## src/rtl/prediction_stat_tracker_if.sv

```systemverilog
// Bundles the arbiter-side prediction push, resolve/flush control and the
// per-predictor confidence outputs of prediction_stat_tracker.
interface prediction_stat_tracker_if #(
  parameter int STAT_COUNTER_WIDTH = 5
);
  logic                          pred_valid;
  logic                          SP_prediction_result;
  logic                          LHP_prediction_result;
  logic                          GHP_prediction_result;
  logic                          pred_ready;
  logic                          resolve_valid;
  logic                          resolve_taken;
  logic                          flush;
  logic                          resolve_orphan;
  logic [STAT_COUNTER_WIDTH-1:0] SP_stat_count;
  logic [STAT_COUNTER_WIDTH-1:0] LHP_stat_count;
  logic [STAT_COUNTER_WIDTH-1:0] GHP_stat_count;
  logic [3:0]                    SP_trend_decode;
  logic [3:0]                    LHP_trend_decode;
  logic [3:0]                    GHP_trend_decode;

  modport master (
    output pred_valid, SP_prediction_result, LHP_prediction_result,
           GHP_prediction_result, resolve_valid, resolve_taken, flush,
    input  pred_ready, resolve_orphan, SP_stat_count, LHP_stat_count,
           GHP_stat_count, SP_trend_decode, LHP_trend_decode, GHP_trend_decode
  );

  modport slave (
    input  pred_valid, SP_prediction_result, LHP_prediction_result,
           GHP_prediction_result, resolve_valid, resolve_taken, flush,
    output pred_ready, resolve_orphan, SP_stat_count, LHP_stat_count,
           GHP_stat_count, SP_trend_decode, LHP_trend_decode, GHP_trend_decode
  );
endinterface

```

## src/rtl/prediction_stat_tracker.sv

```systemverilog
// Buffers SP/LHP/GHP predictions per in-flight branch and, on resolve, scores
// each predictor into a saturating confidence counter and a one-hot trend.
module prediction_stat_tracker #(
  parameter int STAT_COUNTER_WIDTH = 5,
  parameter int FIFO_DEPTH         = 4
) (
  input  logic                     clk,
  input  logic                     rst,
  prediction_stat_tracker_if.slave bus
);

  localparam int PTR_W = (FIFO_DEPTH > 1) ? $clog2(FIFO_DEPTH) : 1;
  localparam int OCC_W = $clog2(FIFO_DEPTH + 1);

  localparam logic [PTR_W-1:0] PTR_ZERO = {PTR_W{1'b0}};
  localparam logic [PTR_W-1:0] PTR_ONE  = PTR_W'(1);
  localparam logic [PTR_W-1:0] PTR_LAST = PTR_W'(FIFO_DEPTH - 1);
  localparam logic [OCC_W-1:0] OCC_ZERO = {OCC_W{1'b0}};
  localparam logic [OCC_W-1:0] OCC_ONE  = OCC_W'(1);
  localparam logic [OCC_W-1:0] OCC_FULL = OCC_W'(FIFO_DEPTH);

  localparam logic [STAT_COUNTER_WIDTH-1:0] CNT_INIT =
    {1'b1, {(STAT_COUNTER_WIDTH-1){1'b0}}};
  localparam logic [STAT_COUNTER_WIDTH-1:0] CNT_ONE  = STAT_COUNTER_WIDTH'(1);
  localparam logic [STAT_COUNTER_WIDTH-1:0] CNT_MAX  = {STAT_COUNTER_WIDTH{1'b1}};

  localparam logic [3:0] TR_SC = 4'b1000;
  localparam logic [3:0] TR_WC = 4'b0100;
  localparam logic [3:0] TR_WW = 4'b0010;
  localparam logic [3:0] TR_SW = 4'b0001;

  logic [2:0]                    fifo_mem_r [FIFO_DEPTH];
  logic [PTR_W-1:0]              wr_ptr_r;
  logic [PTR_W-1:0]              rd_ptr_r;
  logic [OCC_W-1:0]              occ_r;
  logic                          orphan_r;
  logic [STAT_COUNTER_WIDTH-1:0] sp_cnt_r, lhp_cnt_r, ghp_cnt_r;
  logic [3:0]                    sp_tr_r, lhp_tr_r, ghp_tr_r;

  logic                          full_s;
  logic                          empty_s;
  logic                          push_s;
  logic                          pop_s;
  logic [2:0]                    head_s;
  logic [2:0]                    hit_s;

  function automatic logic [PTR_W-1:0] ptr_next(input logic [PTR_W-1:0] ptr);
    return (ptr == PTR_LAST) ? PTR_ZERO : ptr + PTR_ONE;
  endfunction

  function automatic logic [STAT_COUNTER_WIDTH-1:0] stat_next(
    input logic [STAT_COUNTER_WIDTH-1:0] cnt,
    input logic                          hit
  );
    if (hit) begin
      return (cnt == CNT_MAX) ? cnt : cnt + CNT_ONE;
    end else begin
      return cnt >> 1;
    end
  endfunction

  // An illegal (non one-hot) trend recovers to weakly correct.
  function automatic logic [3:0] trend_next(input logic [3:0] tr, input logic hit);
    case (tr)
      TR_SC:   return hit ? TR_SC : TR_WC;
      TR_WC:   return hit ? TR_SC : TR_WW;
      TR_WW:   return hit ? TR_WC : TR_SW;
      TR_SW:   return hit ? TR_WW : TR_SW;
      default: return TR_WC;
    endcase
  endfunction

  // FIFO status, accepted push/pop and per-predictor correctness of the head entry.
  always_comb begin
    full_s  = (occ_r == OCC_FULL);
    empty_s = (occ_r == OCC_ZERO);
    pop_s   = bus.resolve_valid && !empty_s;
    push_s  = bus.pred_valid && !full_s && !bus.flush;
    head_s  = fifo_mem_r[rd_ptr_r];
    hit_s   = ~(head_s ^ {3{bus.resolve_taken}});
  end

  // Pointer and occupancy tracking; flush empties the queue after the pop is scored.
  always_ff @(posedge clk or posedge rst) begin
    if (rst) begin
      wr_ptr_r <= PTR_ZERO;
      rd_ptr_r <= PTR_ZERO;
      occ_r    <= OCC_ZERO;
    end else if (bus.flush) begin
      wr_ptr_r <= PTR_ZERO;
      rd_ptr_r <= PTR_ZERO;
      occ_r    <= OCC_ZERO;
    end else begin
      if (push_s) wr_ptr_r <= ptr_next(wr_ptr_r);
      if (pop_s)  rd_ptr_r <= ptr_next(rd_ptr_r);
      case ({push_s, pop_s})
        2'b10:   occ_r <= occ_r + OCC_ONE;
        2'b01:   occ_r <= occ_r - OCC_ONE;
        default: occ_r <= occ_r;
      endcase
    end
  end

  // Entry storage, packed as {SP, LHP, GHP}.
  always_ff @(posedge clk or posedge rst) begin
    if (rst) begin
      for (int i = 0; i < FIFO_DEPTH; i++) fifo_mem_r[i] <= 3'b000;
    end else if (push_s) begin
      fifo_mem_r[wr_ptr_r] <= {bus.SP_prediction_result,
                               bus.LHP_prediction_result,
                               bus.GHP_prediction_result};
    end
  end

  // Orphan pulse: a resolve that found no in-flight branch.
  always_ff @(posedge clk or posedge rst) begin
    if (rst) begin
      orphan_r <= 1'b0;
    end else begin
      orphan_r <= bus.resolve_valid && empty_s;
    end
  end

  // Confidence counters and trends, all three scored together on a pop.
  always_ff @(posedge clk or posedge rst) begin
    if (rst) begin
      sp_cnt_r  <= CNT_INIT;
      lhp_cnt_r <= CNT_INIT;
      ghp_cnt_r <= CNT_INIT;
      sp_tr_r   <= TR_WC;
      lhp_tr_r  <= TR_WC;
      ghp_tr_r  <= TR_WC;
    end else if (pop_s) begin
      sp_cnt_r  <= stat_next(sp_cnt_r,  hit_s[2]);
      lhp_cnt_r <= stat_next(lhp_cnt_r, hit_s[1]);
      ghp_cnt_r <= stat_next(ghp_cnt_r, hit_s[0]);
      sp_tr_r   <= trend_next(sp_tr_r,  hit_s[2]);
      lhp_tr_r  <= trend_next(lhp_tr_r, hit_s[1]);
      ghp_tr_r  <= trend_next(ghp_tr_r, hit_s[0]);
    end
  end

  assign bus.pred_ready       = !full_s;
  assign bus.resolve_orphan   = orphan_r;
  assign bus.SP_stat_count    = sp_cnt_r;
  assign bus.LHP_stat_count   = lhp_cnt_r;
  assign bus.GHP_stat_count   = ghp_cnt_r;
  assign bus.SP_trend_decode  = sp_tr_r;
  assign bus.LHP_trend_decode = lhp_tr_r;
  assign bus.GHP_trend_decode = ghp_tr_r;

endmodule

```

## src/flat_wrapper.sv

```systemverilog
// flat-port wrapper written by rule: the top's interface ports become plain ports
module prediction_stat_tracker_flat 
#(
  parameter int STAT_COUNTER_WIDTH = 5,
  parameter int FIFO_DEPTH         = 4
)
  (clk, rst, bus_pred_valid, bus_SP_prediction_result, bus_LHP_prediction_result, bus_GHP_prediction_result, bus_resolve_valid, bus_resolve_taken, bus_flush, bus_pred_ready, bus_resolve_orphan, bus_SP_stat_count, bus_LHP_stat_count, bus_GHP_stat_count, bus_SP_trend_decode, bus_LHP_trend_decode, bus_GHP_trend_decode);
  prediction_stat_tracker_if #(.STAT_COUNTER_WIDTH(STAT_COUNTER_WIDTH)) bus_i ();
  input  logic clk;
  input  logic rst;
  input wire logic [$bits(bus_i.pred_valid)-1:0] bus_pred_valid;
  input wire logic [$bits(bus_i.SP_prediction_result)-1:0] bus_SP_prediction_result;
  input wire logic [$bits(bus_i.LHP_prediction_result)-1:0] bus_LHP_prediction_result;
  input wire logic [$bits(bus_i.GHP_prediction_result)-1:0] bus_GHP_prediction_result;
  input wire logic [$bits(bus_i.resolve_valid)-1:0] bus_resolve_valid;
  input wire logic [$bits(bus_i.resolve_taken)-1:0] bus_resolve_taken;
  input wire logic [$bits(bus_i.flush)-1:0] bus_flush;
  output wire logic [$bits(bus_i.pred_ready)-1:0] bus_pred_ready;
  output wire logic [$bits(bus_i.resolve_orphan)-1:0] bus_resolve_orphan;
  output wire logic [$bits(bus_i.SP_stat_count)-1:0] bus_SP_stat_count;
  output wire logic [$bits(bus_i.LHP_stat_count)-1:0] bus_LHP_stat_count;
  output wire logic [$bits(bus_i.GHP_stat_count)-1:0] bus_GHP_stat_count;
  output wire logic [$bits(bus_i.SP_trend_decode)-1:0] bus_SP_trend_decode;
  output wire logic [$bits(bus_i.LHP_trend_decode)-1:0] bus_LHP_trend_decode;
  output wire logic [$bits(bus_i.GHP_trend_decode)-1:0] bus_GHP_trend_decode;
  assign bus_i.pred_valid = bus_pred_valid;
  assign bus_i.SP_prediction_result = bus_SP_prediction_result;
  assign bus_i.LHP_prediction_result = bus_LHP_prediction_result;
  assign bus_i.GHP_prediction_result = bus_GHP_prediction_result;
  assign bus_i.resolve_valid = bus_resolve_valid;
  assign bus_i.resolve_taken = bus_resolve_taken;
  assign bus_i.flush = bus_flush;
  assign bus_pred_ready = bus_i.pred_ready;
  assign bus_resolve_orphan = bus_i.resolve_orphan;
  assign bus_SP_stat_count = bus_i.SP_stat_count;
  assign bus_LHP_stat_count = bus_i.LHP_stat_count;
  assign bus_GHP_stat_count = bus_i.GHP_stat_count;
  assign bus_SP_trend_decode = bus_i.SP_trend_decode;
  assign bus_LHP_trend_decode = bus_i.LHP_trend_decode;
  assign bus_GHP_trend_decode = bus_i.GHP_trend_decode;
  prediction_stat_tracker #(.STAT_COUNTER_WIDTH(STAT_COUNTER_WIDTH), .FIFO_DEPTH(FIFO_DEPTH)) u_core (.clk(clk), .rst(rst), .bus(bus_i));
endmodule
```

## config.mk

```make
export PLATFORM = sky130hd
export DESIGN_NAME = prediction_stat_tracker_flat
export DESIGN_NICKNAME = d
export VERILOG_FILES = /design/src/rtl/prediction_stat_tracker_if.sv /design/src/rtl/prediction_stat_tracker.sv /design/src/flat_wrapper.sv
export SDC_FILE = /design/constraint.sdc
export NUM_CORES = 1
export LEC_CHECK = 0
export BUFFER_PORTS_ARGS = -buffer_cell sky130_fd_sc_hd__buf_2
export CAP_MARGIN = 30
export CORE_MARGIN = 2
export CORE_UTILIZATION = 40
export CTS_CLUSTER_SIZE = 20
export DETAILED_ROUTE_END_ITERATION = 6
export PLACE_DENSITY_LB_ADDON = 0.1
export REMOVE_ABC_BUFFERS = 1
export SLEW_MARGIN = 0
export SYNTH_ARGS = -nofsm -noshare
export SYNTH_HDL_FRONTEND = slang
export SYNTH_SLANG_ARGS = --single-unit
```

## constraint.sdc

```tcl
create_clock -name clk -period 2.9 [get_ports clk]
set_input_delay 0.29 -clock clk [delete_from_list [all_inputs] [get_ports clk]]
set_output_delay 0.29 -clock clk [all_outputs]
set_load 0.02 [all_outputs]
```

==> qor.csv <==
metric;value;unit
Max Clock Freq;443;MHz
Vias;2062;
Initial Util;0.407;
most common cell in the synthesized netlist;dfrtp_1;
Mapped Cells;254;
main flop type after synthesis;dfrtp_1;
Area contributors post-synth;dfrtp_1 (37%), mux2_2 (6.2%), dfstp_2 (5.8%), ha_1 (5.0%), mux2i_1 (2.9%);
Netlist cell types;58;
Cell Area, Placed;0.00302;mm2
Worst Reg-to-Reg Cells;4;
failing checks;hold timing;
Fillers;642;
Port Buffer Count;37;
num rows;30;
crit path DAT;2.45;ns
worst path cell trace;mux4_1 -> xnor2_2 -> a21oi_1 -> o211a_1;
CTS tree;built;
Buf/Inv on CP;0;
flop-to-flop setup slack;0.65;ns
CTS root buffer;clkbuf_8;
Design Power;3.55;mW
Ys Warns;0;
Yosys top cell by area;dfrtp_1;
Die Wd;86.7;um
GRT overflow;0;
cts repair resizes;0;
max cap viols;0;
DR WL/cell;14.7;um
die height;86.7;um
Hold Slack;-0.00258;ns
CP Class;flop to flop;
n_diodes;0;
Post-Synth Adder-Cell Area;0.0576;
Req. time, crit path;3.10;ns
max incr delay on CP;0.65;ns
GRT Overall Usage;0.159;
drt initial violations;91;
status;complete, but fails checks;
critical path peak fanout;15;
Final ANT Viol Nets;0;
clock sink count;47;
crit path from;u_core.rd_ptr_r[0];
CTS clk-pin slew, worst paths;0.09;ns
DP Wirelength;3770;um
DR DRC count;0;
Synth Area in Compound Gates;0.134;
initial antenna violation count;0;
cell area power density;1140;mW/mm2
Yosys reg bits;47;
area taken by multi-input logic gates;0.00146;mm2
mean number of vias per cell;5.53;
Mapped Avg Cell Area;10.8;um2
top cells by count, synth;dfrtp_1 (41), nand2_1 (21), mux2_2 (15), nor2_1 (15), inv_1 (12);
share of the synthesized area in the top cell type;0.375;
htree depth;2;
Seq/Total Area, Yosys;0.432;
CP endpoint kind;flop;
final wirelength;5490;um
XOR/XNOR Fraction of Synth Area;0.0251;
worst skew pair latency;0.30;ns
sequential standard cell area;0.00118;mm2
Pleak;1.39;nW
Design Area, Final;0.00312;mm2
CORE AREA;0.00672;mm2
Die Area;0.00752;mm2
first-pass GRT wire length;9450;um
Final setup violation count;0;
share of layout cells above drive strength 1;0.283;
hold_buf cts;0;
Reg-to-Reg Start;u_core.rd_ptr_r[0];
CP endpoint;u_core.bus.LHP_stat_count[0];
number of nets in the layout;313;
multiplexer area fraction after synthesis;0.117;
Worst R2R End;u_core.bus.LHP_stat_count[0];
CTS buffer count;5;
Synth Cell Area;0.00274;mm2
RSZ-0062 raised after global routing;false;
Initial DRT Pass Iterations;4;
vias in the first global route;1953;
worst vdd ir;0.000392;V
IO Pins;38;
Final Hold Fails;4;
largest family of logic cells by synthesized area;simple AND/OR/NAND/NOR gates;
skew final;0.00256;ns
CP top delay family;multiplexers;
Post-CTS Setup Bufs;0;
Slew @ Worst Pin;0.685;ns
post-synthesis simple-gate area fraction;0.197;
slowest CP cell;mux4_1;
Layout area overhead;13.9;%
max-slew headroom at the worst pin;0.541;
instance count on the critical path;4;
ys async rst share;1.00;
Final Max Tran Viols;0;
number of flops mapped to enable cells by yosys;0;
setup TNS;0;ns
Final min period;2.25;ns
crit start category;flop;
crit share post-route;0.778;
Hold WC Path Type;primary input to asynchronous set/reset pin;
Max clock buf depth;2;
GP Congestion;0.747;
Core Util, Final;0.464;
largest net degree at the start of global routing;36;
area by class of cell:
type / instances / area share
Clock buffer: 8 / 0.0321
Inverter: 12 / 0.0144
Multi-Input combinational cell: 185 / 0.469
Sequential cell: 47 / 0.380
Tap cell: 80 / 0.0321
Timing Repair Buffer: 41 / 0.0730
kinds of logic (layout without fill, tap and decap cells):
| kind of cell | count (synthesis) | count (layout) |
|---|---|---|
| muxes | 26 | 26 |
| and+or+nand+nor | 94 | 94 |
| xor gates and xnor gates | 4 | 4 |
| adders and majority gates | 12 | 12 |
| AOI/OAI and AO/OA | 49 | 49 |
| buffers and inverters | 22 | 61 |
| DFF | 47 | 47 |
flip-flops by register name, summed over array words and instances, names as in the netlist:
register	flops
u_core.bus.SP_stat_count	5
u_core.occ_r	3
u_core.rd_ptr_r	2
u_core.bus.LHP_trend_decode	4
u_core.bus.LHP_stat_count	5
u_core.bus.GHP_trend_decode	4
u_core.bus.resolve_orphan	1
u_core.fifo_mem_r	12
u_core.bus.SP_trend_decode	4
u_core.wr_ptr_r	2
u_core.bus.GHP_stat_count	5
layer usage:
layer | GRT usage | vias to the layer above | share of wire
met5 | 0 | - | 0
li1 | - | 1024 | -
met3 | 0.0371 | 7 | 0.031
met1 | 0.224 | 995 | 0.51
met2 | 0.243 | 36 | 0.45
met4 | 0.0469 | 0 | 0.015
power breakdown:
| group | internal (mW) | switching, mW |
|---|---|---|
| logic | 0.824 | 0.986 |
| clock network | 0.218 | 0.224 |
| registers | 0.957 | 0.337 |
| total | 2.00 | 1.55 |
layout by cell type (no fill, tap or decap), types with 2 or more instances in the layout:
cell type	count
dfstp_2	6
and3_1	4
nor3b_1	3
a2bb2oi_1	3
o211a_1	2
nor3_1	10
inv_1	11
nand4b_1	7
or2_2	3
mux4_2	2
a21oi_1	11
mux2_2	15
o211ai_1	4
or3_1	3
o311ai_0	2
buf_2	37
buf_4	3
clkbuf_8	7
nand2b_1	3
and2_1	2
nor4b_1	6
ha_1	11
dfrtp_1	41
mux2i_1	8
o21ai_0	8
nor4_1	2
nand3_1	5
a32o_1	4
nand3b_1	2
a22oi_1	3
xnor2_2	2
nor2_1	15
nand2_1	21
stage by stage:
stage / cells / worst slack [ns]
final: 373 / 0.645
after global routing: 373 / 0.474
after CTS: 373 / 0.644
after detailed placement: 365 / 0.673
after global placement: 364 / 0.696
after floorplan: 244 / 0.0213
worst min path at each step:
| stage | endpoint | slack (ns) |
|---|---|---|
| 2_1_floorplan | u_core.occ_r[1] | 0.35 |
| 3_3_place_gp | u_core.fifo_mem_r[2] | 0.49 |
| 3_5_place_dp | u_core.bus.LHP_stat_count[1] | 0.35 |
| 4_1_cts | u_core.bus.SP_trend_decode[1] | 0.02 |
| 5_1_grt | u_core.bus.SP_trend_decode[1] | 0.02 |
| 6_report | u_core.bus.LHP_stat_count[1] | -0.003 |
(Power assumes the default switching activity.)
